## src/rtl/reservation_station_array_if.sv

```systemverilog
// Dispatch/issue/CDB bundle for reservation_station_array.
// master: dispatch + CDB + execution-unit side; slave: the station.
interface reservation_station_array_if #(
  parameter int unsigned NUM_ENTRIES = 4,
  parameter int unsigned TAG_WIDTH   = 7,
  parameter int unsigned INSTR_WIDTH = 32,
  parameter int unsigned CDB_PORTS   = 2
);
  localparam int unsigned OCC_WIDTH = $clog2(NUM_ENTRIES + 1);

  logic                           alloc_valid;
  logic                           alloc_ready;
  logic [INSTR_WIDTH-1:0]         alloc_instr;
  logic [TAG_WIDTH-1:0]           alloc_rd;
  logic [TAG_WIDTH-1:0]           alloc_rs1;
  logic                           alloc_rs1_ready;
  logic [TAG_WIDTH-1:0]           alloc_rs2;
  logic                           alloc_rs2_ready;
  logic [CDB_PORTS-1:0]           cdb_valid;
  logic [CDB_PORTS*TAG_WIDTH-1:0] cdb_tag;
  logic                           issue_valid;
  logic                           issue_ready;
  logic [INSTR_WIDTH-1:0]         issue_instr;
  logic [TAG_WIDTH-1:0]           issue_rd;
  logic [TAG_WIDTH-1:0]           issue_rs1;
  logic [TAG_WIDTH-1:0]           issue_rs2;
  logic [OCC_WIDTH-1:0]           occupancy;
  logic                           full;
  logic                           empty;

  modport master (
    output alloc_valid, alloc_instr, alloc_rd, alloc_rs1, alloc_rs1_ready,
           alloc_rs2, alloc_rs2_ready, cdb_valid, cdb_tag, issue_ready,
    input  alloc_ready, issue_valid, issue_instr, issue_rd, issue_rs1, issue_rs2,
           occupancy, full, empty
  );

  modport slave (
    input  alloc_valid, alloc_instr, alloc_rd, alloc_rs1, alloc_rs1_ready,
           alloc_rs2, alloc_rs2_ready, cdb_valid, cdb_tag, issue_ready,
    output alloc_ready, issue_valid, issue_instr, issue_rd, issue_rs1, issue_rs2,
           occupancy, full, empty
  );
endinterface

```

## src/rtl/reservation_station_array.sv

```systemverilog
// Multi-entry reservation station: buffers renamed instructions, wakes source
// operands from CDB broadcasts and issues the oldest ready entry.
module reservation_station_array #(
  parameter int unsigned NUM_ENTRIES = 4,
  parameter int unsigned TAG_WIDTH   = 7,
  parameter int unsigned INSTR_WIDTH = 32,
  parameter int unsigned CDB_PORTS   = 2
) (
  input  logic                        clock,
  input  logic                        reset,
  input  logic                        flush,
  reservation_station_array_if.slave  bus
);
  localparam int unsigned OCC_WIDTH = $clog2(NUM_ENTRIES + 1);

  logic [NUM_ENTRIES-1:0] valid_q;
  logic [NUM_ENTRIES-1:0] rs1_rdy_q;
  logic [NUM_ENTRIES-1:0] rs2_rdy_q;
  logic [INSTR_WIDTH-1:0] instr_q [NUM_ENTRIES];
  logic [TAG_WIDTH-1:0]   rd_q    [NUM_ENTRIES];
  logic [TAG_WIDTH-1:0]   rs1_q   [NUM_ENTRIES];
  logic [TAG_WIDTH-1:0]   rs2_q   [NUM_ENTRIES];
  // older_q[i][j] set: slot i was allocated before slot j
  logic [NUM_ENTRIES-1:0] older_q [NUM_ENTRIES];

  logic [NUM_ENTRIES-1:0] rs1_wake, rs2_wake;
  logic                   alloc_rs1_hit, alloc_rs2_hit;
  logic [NUM_ENTRIES-1:0] alloc_slot;
  logic [NUM_ENTRIES-1:0] cand, issue_sel;
  logic [OCC_WIDTH-1:0]   occ;
  logic                   full, alloc_fire, issue_fire;

  // CDB tag match against stored operands and against the allocating operands
  always_comb begin
    rs1_wake      = '0;
    rs2_wake      = '0;
    alloc_rs1_hit = 1'b0;
    alloc_rs2_hit = 1'b0;
    for (int unsigned p = 0; p < CDB_PORTS; p++) begin
      if (bus.cdb_valid[p]) begin
        for (int unsigned i = 0; i < NUM_ENTRIES; i++) begin
          if (bus.cdb_tag[p*TAG_WIDTH +: TAG_WIDTH] == rs1_q[i]) rs1_wake[i] = 1'b1;
          if (bus.cdb_tag[p*TAG_WIDTH +: TAG_WIDTH] == rs2_q[i]) rs2_wake[i] = 1'b1;
        end
        if (bus.cdb_tag[p*TAG_WIDTH +: TAG_WIDTH] == bus.alloc_rs1) alloc_rs1_hit = 1'b1;
        if (bus.cdb_tag[p*TAG_WIDTH +: TAG_WIDTH] == bus.alloc_rs2) alloc_rs2_hit = 1'b1;
      end
    end
  end

  // Occupancy, status flags and the lowest free slot (one-hot)
  always_comb begin
    occ = '0;
    for (int unsigned i = 0; i < NUM_ENTRIES; i++) occ = occ + OCC_WIDTH'(valid_q[i]);
    full       = (occ == OCC_WIDTH'(NUM_ENTRIES));
    alloc_slot = ~valid_q & (valid_q + 1'b1);
    alloc_fire = bus.alloc_valid & ~full;
  end

  // Oldest-ready selection: an entry wins if no older candidate exists
  always_comb begin
    cand = valid_q & rs1_rdy_q & rs2_rdy_q;
    for (int unsigned i = 0; i < NUM_ENTRIES; i++) begin
      issue_sel[i] = cand[i];
      for (int unsigned j = 0; j < NUM_ENTRIES; j++) begin
        if (j != i && cand[j] && older_q[j][i]) issue_sel[i] = 1'b0;
      end
    end
    issue_fire = (|cand) & bus.issue_ready;
  end

  // Issue mux, zero when nothing is selected
  always_comb begin
    bus.issue_valid = |cand;
    bus.issue_instr = '0;
    bus.issue_rd    = '0;
    bus.issue_rs1   = '0;
    bus.issue_rs2   = '0;
    for (int unsigned i = 0; i < NUM_ENTRIES; i++) begin
      if (issue_sel[i]) begin
        bus.issue_instr = bus.issue_instr | instr_q[i];
        bus.issue_rd    = bus.issue_rd    | rd_q[i];
        bus.issue_rs1   = bus.issue_rs1   | rs1_q[i];
        bus.issue_rs2   = bus.issue_rs2   | rs2_q[i];
      end
    end
    bus.occupancy   = occ;
    bus.full        = full;
    bus.empty       = (occ == '0);
    bus.alloc_ready = ~full;
  end

  // Entry control state: valid, operand readiness and age ordering
  always_ff @(posedge clock) begin
    if (reset) begin
      valid_q   <= '0;
      rs1_rdy_q <= '0;
      rs2_rdy_q <= '0;
      for (int unsigned i = 0; i < NUM_ENTRIES; i++) older_q[i] <= '0;
    end else if (flush) begin
      valid_q <= '0;
    end else begin
      for (int unsigned i = 0; i < NUM_ENTRIES; i++) begin
        if (alloc_fire && alloc_slot[i]) begin
          valid_q[i]   <= 1'b1;
          rs1_rdy_q[i] <= bus.alloc_rs1_ready | alloc_rs1_hit;
          rs2_rdy_q[i] <= bus.alloc_rs2_ready | alloc_rs2_hit;
          older_q[i]   <= '0;
        end else begin
          if (issue_fire && issue_sel[i]) valid_q[i] <= 1'b0;
          rs1_rdy_q[i] <= rs1_rdy_q[i] | rs1_wake[i];
          rs2_rdy_q[i] <= rs2_rdy_q[i] | rs2_wake[i];
          if (alloc_fire) older_q[i] <= older_q[i] | alloc_slot;
        end
      end
    end
  end

  // Payload capture into the allocated slot
  always_ff @(posedge clock) begin
    for (int unsigned i = 0; i < NUM_ENTRIES; i++) begin
      if (!reset && !flush && alloc_fire && alloc_slot[i]) begin
        instr_q[i] <= bus.alloc_instr;
        rd_q[i]    <= bus.alloc_rd;
        rs1_q[i]   <= bus.alloc_rs1;
        rs2_q[i]   <= bus.alloc_rs2;
      end
    end
  end
endmodule
```

## src/flat_wrapper.sv

```systemverilog
// flat-port wrapper written by rule: the top's interface ports become plain ports
module reservation_station_array_flat 
#(
  parameter int unsigned NUM_ENTRIES = 4,
  parameter int unsigned TAG_WIDTH   = 7,
  parameter int unsigned INSTR_WIDTH = 32,
  parameter int unsigned CDB_PORTS   = 2
)
  (clock, reset, flush, bus_alloc_valid, bus_alloc_instr, bus_alloc_rd, bus_alloc_rs1, bus_alloc_rs1_ready, bus_alloc_rs2, bus_alloc_rs2_ready, bus_cdb_valid, bus_cdb_tag, bus_issue_ready, bus_alloc_ready, bus_issue_valid, bus_issue_instr, bus_issue_rd, bus_issue_rs1, bus_issue_rs2, bus_occupancy, bus_full, bus_empty);
  reservation_station_array_if #(.NUM_ENTRIES(NUM_ENTRIES), .TAG_WIDTH(TAG_WIDTH), .INSTR_WIDTH(INSTR_WIDTH), .CDB_PORTS(CDB_PORTS)) bus_i ();
  input  logic clock;
  input  logic reset;
  input  logic flush;
  input wire logic [$bits(bus_i.alloc_valid)-1:0] bus_alloc_valid;
  input wire logic [$bits(bus_i.alloc_instr)-1:0] bus_alloc_instr;
  input wire logic [$bits(bus_i.alloc_rd)-1:0] bus_alloc_rd;
  input wire logic [$bits(bus_i.alloc_rs1)-1:0] bus_alloc_rs1;
  input wire logic [$bits(bus_i.alloc_rs1_ready)-1:0] bus_alloc_rs1_ready;
  input wire logic [$bits(bus_i.alloc_rs2)-1:0] bus_alloc_rs2;
  input wire logic [$bits(bus_i.alloc_rs2_ready)-1:0] bus_alloc_rs2_ready;
  input wire logic [$bits(bus_i.cdb_valid)-1:0] bus_cdb_valid;
  input wire logic [$bits(bus_i.cdb_tag)-1:0] bus_cdb_tag;
  input wire logic [$bits(bus_i.issue_ready)-1:0] bus_issue_ready;
  output wire logic [$bits(bus_i.alloc_ready)-1:0] bus_alloc_ready;
  output wire logic [$bits(bus_i.issue_valid)-1:0] bus_issue_valid;
  output wire logic [$bits(bus_i.issue_instr)-1:0] bus_issue_instr;
  output wire logic [$bits(bus_i.issue_rd)-1:0] bus_issue_rd;
  output wire logic [$bits(bus_i.issue_rs1)-1:0] bus_issue_rs1;
  output wire logic [$bits(bus_i.issue_rs2)-1:0] bus_issue_rs2;
  output wire logic [$bits(bus_i.occupancy)-1:0] bus_occupancy;
  output wire logic [$bits(bus_i.full)-1:0] bus_full;
  output wire logic [$bits(bus_i.empty)-1:0] bus_empty;
  assign bus_i.alloc_valid = bus_alloc_valid;
  assign bus_i.alloc_instr = bus_alloc_instr;
  assign bus_i.alloc_rd = bus_alloc_rd;
  assign bus_i.alloc_rs1 = bus_alloc_rs1;
  assign bus_i.alloc_rs1_ready = bus_alloc_rs1_ready;
  assign bus_i.alloc_rs2 = bus_alloc_rs2;
  assign bus_i.alloc_rs2_ready = bus_alloc_rs2_ready;
  assign bus_i.cdb_valid = bus_cdb_valid;
  assign bus_i.cdb_tag = bus_cdb_tag;
  assign bus_i.issue_ready = bus_issue_ready;
  assign bus_alloc_ready = bus_i.alloc_ready;
  assign bus_issue_valid = bus_i.issue_valid;
  assign bus_issue_instr = bus_i.issue_instr;
  assign bus_issue_rd = bus_i.issue_rd;
  assign bus_issue_rs1 = bus_i.issue_rs1;
  assign bus_issue_rs2 = bus_i.issue_rs2;
  assign bus_occupancy = bus_i.occupancy;
  assign bus_full = bus_i.full;
  assign bus_empty = bus_i.empty;
  reservation_station_array #(.NUM_ENTRIES(NUM_ENTRIES), .TAG_WIDTH(TAG_WIDTH), .INSTR_WIDTH(INSTR_WIDTH), .CDB_PORTS(CDB_PORTS)) u_core (.clock(clock), .reset(reset), .flush(flush), .bus(bus_i));
endmodule
```

## config.mk

```make
export PLATFORM = sky130hd
export DESIGN_NAME = reservation_station_array_flat
export DESIGN_NICKNAME = d
export VERILOG_FILES = /design/src/rtl/reservation_station_array_if.sv /design/src/rtl/reservation_station_array.sv /design/src/flat_wrapper.sv
export SDC_FILE = /design/constraint.sdc
export NUM_CORES = 1
export LEC_CHECK = 0
export ABC_AREA = 1
export CORE_ASPECT_RATIO = 0.6
export CORE_MARGIN = 5
export CORE_UTILIZATION = 44
export DETAILED_ROUTE_END_ITERATION = 8
export PLACE_DENSITY = 0.62
export SLEW_MARGIN = 20
export SYNTH_ARGS = -nofsm -noshare
export SYNTH_HDL_FRONTEND = slang
export SYNTH_SLANG_ARGS = --single-unit
```

## constraint.sdc

```tcl
create_clock -name clock -period 6.4 [get_ports clock]
set_input_delay 1.28 -clock clock [delete_from_list [all_inputs] [get_ports clock]]
set_output_delay 1.28 -clock clock [all_outputs]
set_load 0.01 [all_outputs]
```

==> impl_metrics.json <==
{
  "die_h_um": 134.2,
  "power_density_nw_per_um2": 236.0,
  "start_util": 0.4471,
  "switchingPower_uw": 707.4,
  "reg2reg_from": "u_core.valid_q[0]",
  "cts_max_path_buffers": 3,
  "cp-start-kind": "flop",
  "p_leak_uw": 0.005165,
  "postLayoutCoreUtil": 0.5368,
  "rows": 45,
  "holdCritStartpoint": "u_core.rs1_rdy_q[2]",
  "drc_errors": 0,
  "r2r_setup_slack_ps": 2340,
  "yosys_register_bits": 236,
  "cts_made_buffers": 23,
  "timing.rr.end": "u_core.rd_q[2][4]",
  "hp-class": "reg2reg",
  "timing.final.crit_share": 0.7584,
  "synth_warnings": 0,
  "die_area_um2": 29100,
  "path_clk_slew_ps": 60,
  "cts_hold_buf": 0,
  "skew_ps": 10.14,
  "clk_root_buffer_cell": "clkbuf_16",
  "clk_latency_ps": 520,
  "grt_pass1_wl_um": 50810,
  "die_x_um": 216.9,
  "ys_top_cells_by_area": "edfxtp_1 60%, nand2_1 17%, inv_1 3.7%",
  "wl_met2_um": 13790,
  "drv_cap": 0,
  "synth_top_area_frac": 0.5951,
  "cts.sinks": 236,
  "period_needed_ps": 4854,
  "yosysUniqueCellTypes": 38,
  "top_layer_used": "met4",
  "antennaDiodeCount": 0,
  "areaGrowthSynthToFinish_pct": 20.07,
  "drt-met1-wl_um": 15870,
  "synth_nets": 1280,
  "syn_inst": 1200,
  "hold_depth": 2,
  "hpwl_um": 23140,
  "final_layout_size_suffix_gt1_frac": 0.05432,
  "io_buffers": 135,
  "critPathKind": "reg2out",
  "hold_viol_final": 0,
  "first_pass_iters": 6,
  "slew_viol_final": 0,
  "drtIter0Drc": 1104,
  "cts_resized": 0,
  "grt_overflow": 0,
  "maxSlewHeadroom": 0.3028,
  "io-pin-count": 136,
  "wl_met3_um": 3188,
  "hold_end": "u_core.rs1_rdy_q[2]",
  "track_usage": 0.2284,
  "rsz0062_at_grt": "no",
  "crit_path_top_delay_cell": "nor2_4",
  "worstRegToRegCells": 11,
  "vdd_drop_max_v": 0.0001647,
  "grt_max_degree": 45,
  "slowest_delay_ps": 730,
  "combPwrFrac": 0.067,
  "pwr-share-clk": 0.396,
  "drt-vias-per-instance": 5.262,
  "worst_pin_slew_ps": 1043,
  "htreeDepth": 1,
  "setup_viol": 0,
  "ant_nets": 0,
  "antenna_found_initial": 0,
  "fillers": 2304,
  "final_cell_mix": "508 x nand2_1, 224 x edfxtp_1, 135 x clkdlybuf4s50_1, 110 x inv_1, 72 x nor2_1",
  "cp.arrival_ps": 3570,
  "place_congestion": 0.9972,
  "swShare": 0.2209,
  "synth_top_cell_by_area": "edfxtp_1",
  "wl_um": 33530,
  "outcome": "finished clean",
  "fmax_mhz": 206.0,
  "cts_setup_buffers": 0,
  "coreArea_um2": 25280,
  "synth_seq_area_share": 0.6163,
  "path_cells": "nand3_2 > a21oi_2 > o21ai_2 > nor2_4 > buf_4 > nand2_2 > o2111ai_1 > clkdlybuf4s50_1",
  "fin_setup_tns_ps": 0,
  "wl_per_cell_um": 20.04,
  "syn_area_um2": 11300,
  "layout_commonest_cell": "nand2_1",
  "cp_max_fo": 29,
  "via_count": 8804,
  "cp.required_ps": 5120,
  "cts_tree": "yes",
  "seqPwrFrac": 0.537,
  "p_int_uw": 2495,
  "layout.nets": 1408,
  "grt_pass1_vias": 8313,
  "syn_area_per_cell_um2": 9.419,
  "setup.worst_path.end_class": "output port"
}
-- worst max-delay path: cells and delay by family (launching register included) --
kind | cells | cell delay [ps]
buffers and inverters | 2 | 1160
flip-flops | 1 | 470
AO/OA/AOI/OAI | 3 | 420
AND/OR/NAND/NOR | 3 | 1010
-- per-stage QoR --
step           area, um^2  total power [uW]  cells  setup slack [ps]  hold WS (ps)
4_1_cts             13570              3229   1673              1516         503.6
2_1_floorplan       11300              1854   1200              1696         437.4
3_3_place_gp        12890              1961   1632              2063         484.4
6_report            13570              3203   1673              1546         507.6
3_5_place_dp        12890              1961   1632              2110         485.6
5_1_grt             13570              3315   1673              1355         525.9
-- worst max path at each step --
stage / start / endpoint / depth (start not counted)
4_1_cts: u_core.valid_q[2] / bus_issue_rs1[4] / 8
2_1_floorplan: u_core.valid_q[1] / u_core.instr_q[0][0] / 10
6_report: u_core.valid_q[2] / bus_issue_rs1[4] / 8
3_3_place_gp: u_core.valid_q[2] / bus_issue_rs1[4] / 8
5_1_grt: u_core.valid_q[2] / bus_issue_rs2[4] / 8
3_5_place_dp: u_core.valid_q[2] / bus_issue_rs1[4] / 8
-- per-layer routing --
| metal | vias to the layer above | track usage |
|---|---|---|
| li1 | 4236 | - |
| met1 | 4087 | 0.3578 |
| met2 | 431 | 0.3315 |
| met3 | 50 | 0.04715 |
| met4 | 0 | 0.04279 |
| met5 | - | 0 |
-- sequential cells by signal, summed over array words and instances (netlist names) --
register          cells
u_core.instr_q      128
u_core.rd_q          28
u_core.rs1_q         28
u_core.rs2_q         28
u_core.older_q       12
u_core.rs1_rdy_q      4
u_core.rs2_rdy_q      4
u_core.valid_q        4
-- power groups by stage --
stage	Combinational (uW)	Clock, uW	Sequential (uW)
after floorplan	103	0	1750
after detailed placement	209	0	1750
after global routing	233	1360	1720
after global placement	208	0	1750
after CTS	210	1300	1720
final	214	1270	1720
-- cell type report --
| class | count | area (um^2) | area share |
|---|---|---|---|
| Sequential cell | 236 | 6967 | 0.5133 |
| Multi-Input combinational cell | 802 | 3643 | 0.2685 |
| Timing Repair Buffer | 142 | 1404 | 0.1034 |
| Clock buffer | 30 | 601.8 | 0.04434 |
| Inverter | 123 | 461.7 | 0.03402 |
| Tap cell | 329 | 411.6 | 0.03033 |
| Clock inverter | 11 | 82.58 | 0.006085 |
-- Yosys cell counts --
library cell	number
dfxtp_1	12
or2_2	2
nor2_4	2
inv_2	7
o21ai_0	8
nor2_1	76
ha_1	3
buf_1	1
o2111ai_1	13
buf_6	7
o21bai_1	2
clkinv_1	6
nand3_4	1
fa_1	1
nand2_2	11
o2111ai_2	1
a21oi_2	1
clkbuf_1	1
nor2_2	2
buf_2	23
buf_8	1
nor3_1	4
nand2_1	508
nand3_2	1
o21ai_2	1
o21ai_1	2
and2_1	1
xnor2_1	19
xor2_1	1
o22ai_1	1
nand4_1	60
a31o_2	2
inv_1	110
buf_4	6
nand3_1	36
edfxtp_1	224
o211ai_1	5
a21oi_1	38
-- cells by family after synthesis --
| group | Yosys count | synth area share |
|---|---|---|
| buf+inv | 162 | 0.06398 |
| xor+xnor | 20 | 0.01550 |
| compound gates | 74 | 0.04096 |
| fa+ha+maj | 4 | 0.005092 |
| simple gates | 704 | 0.2581 |
| flops | 236 | 0.6163 |
(Power assumes the default switching activity.)
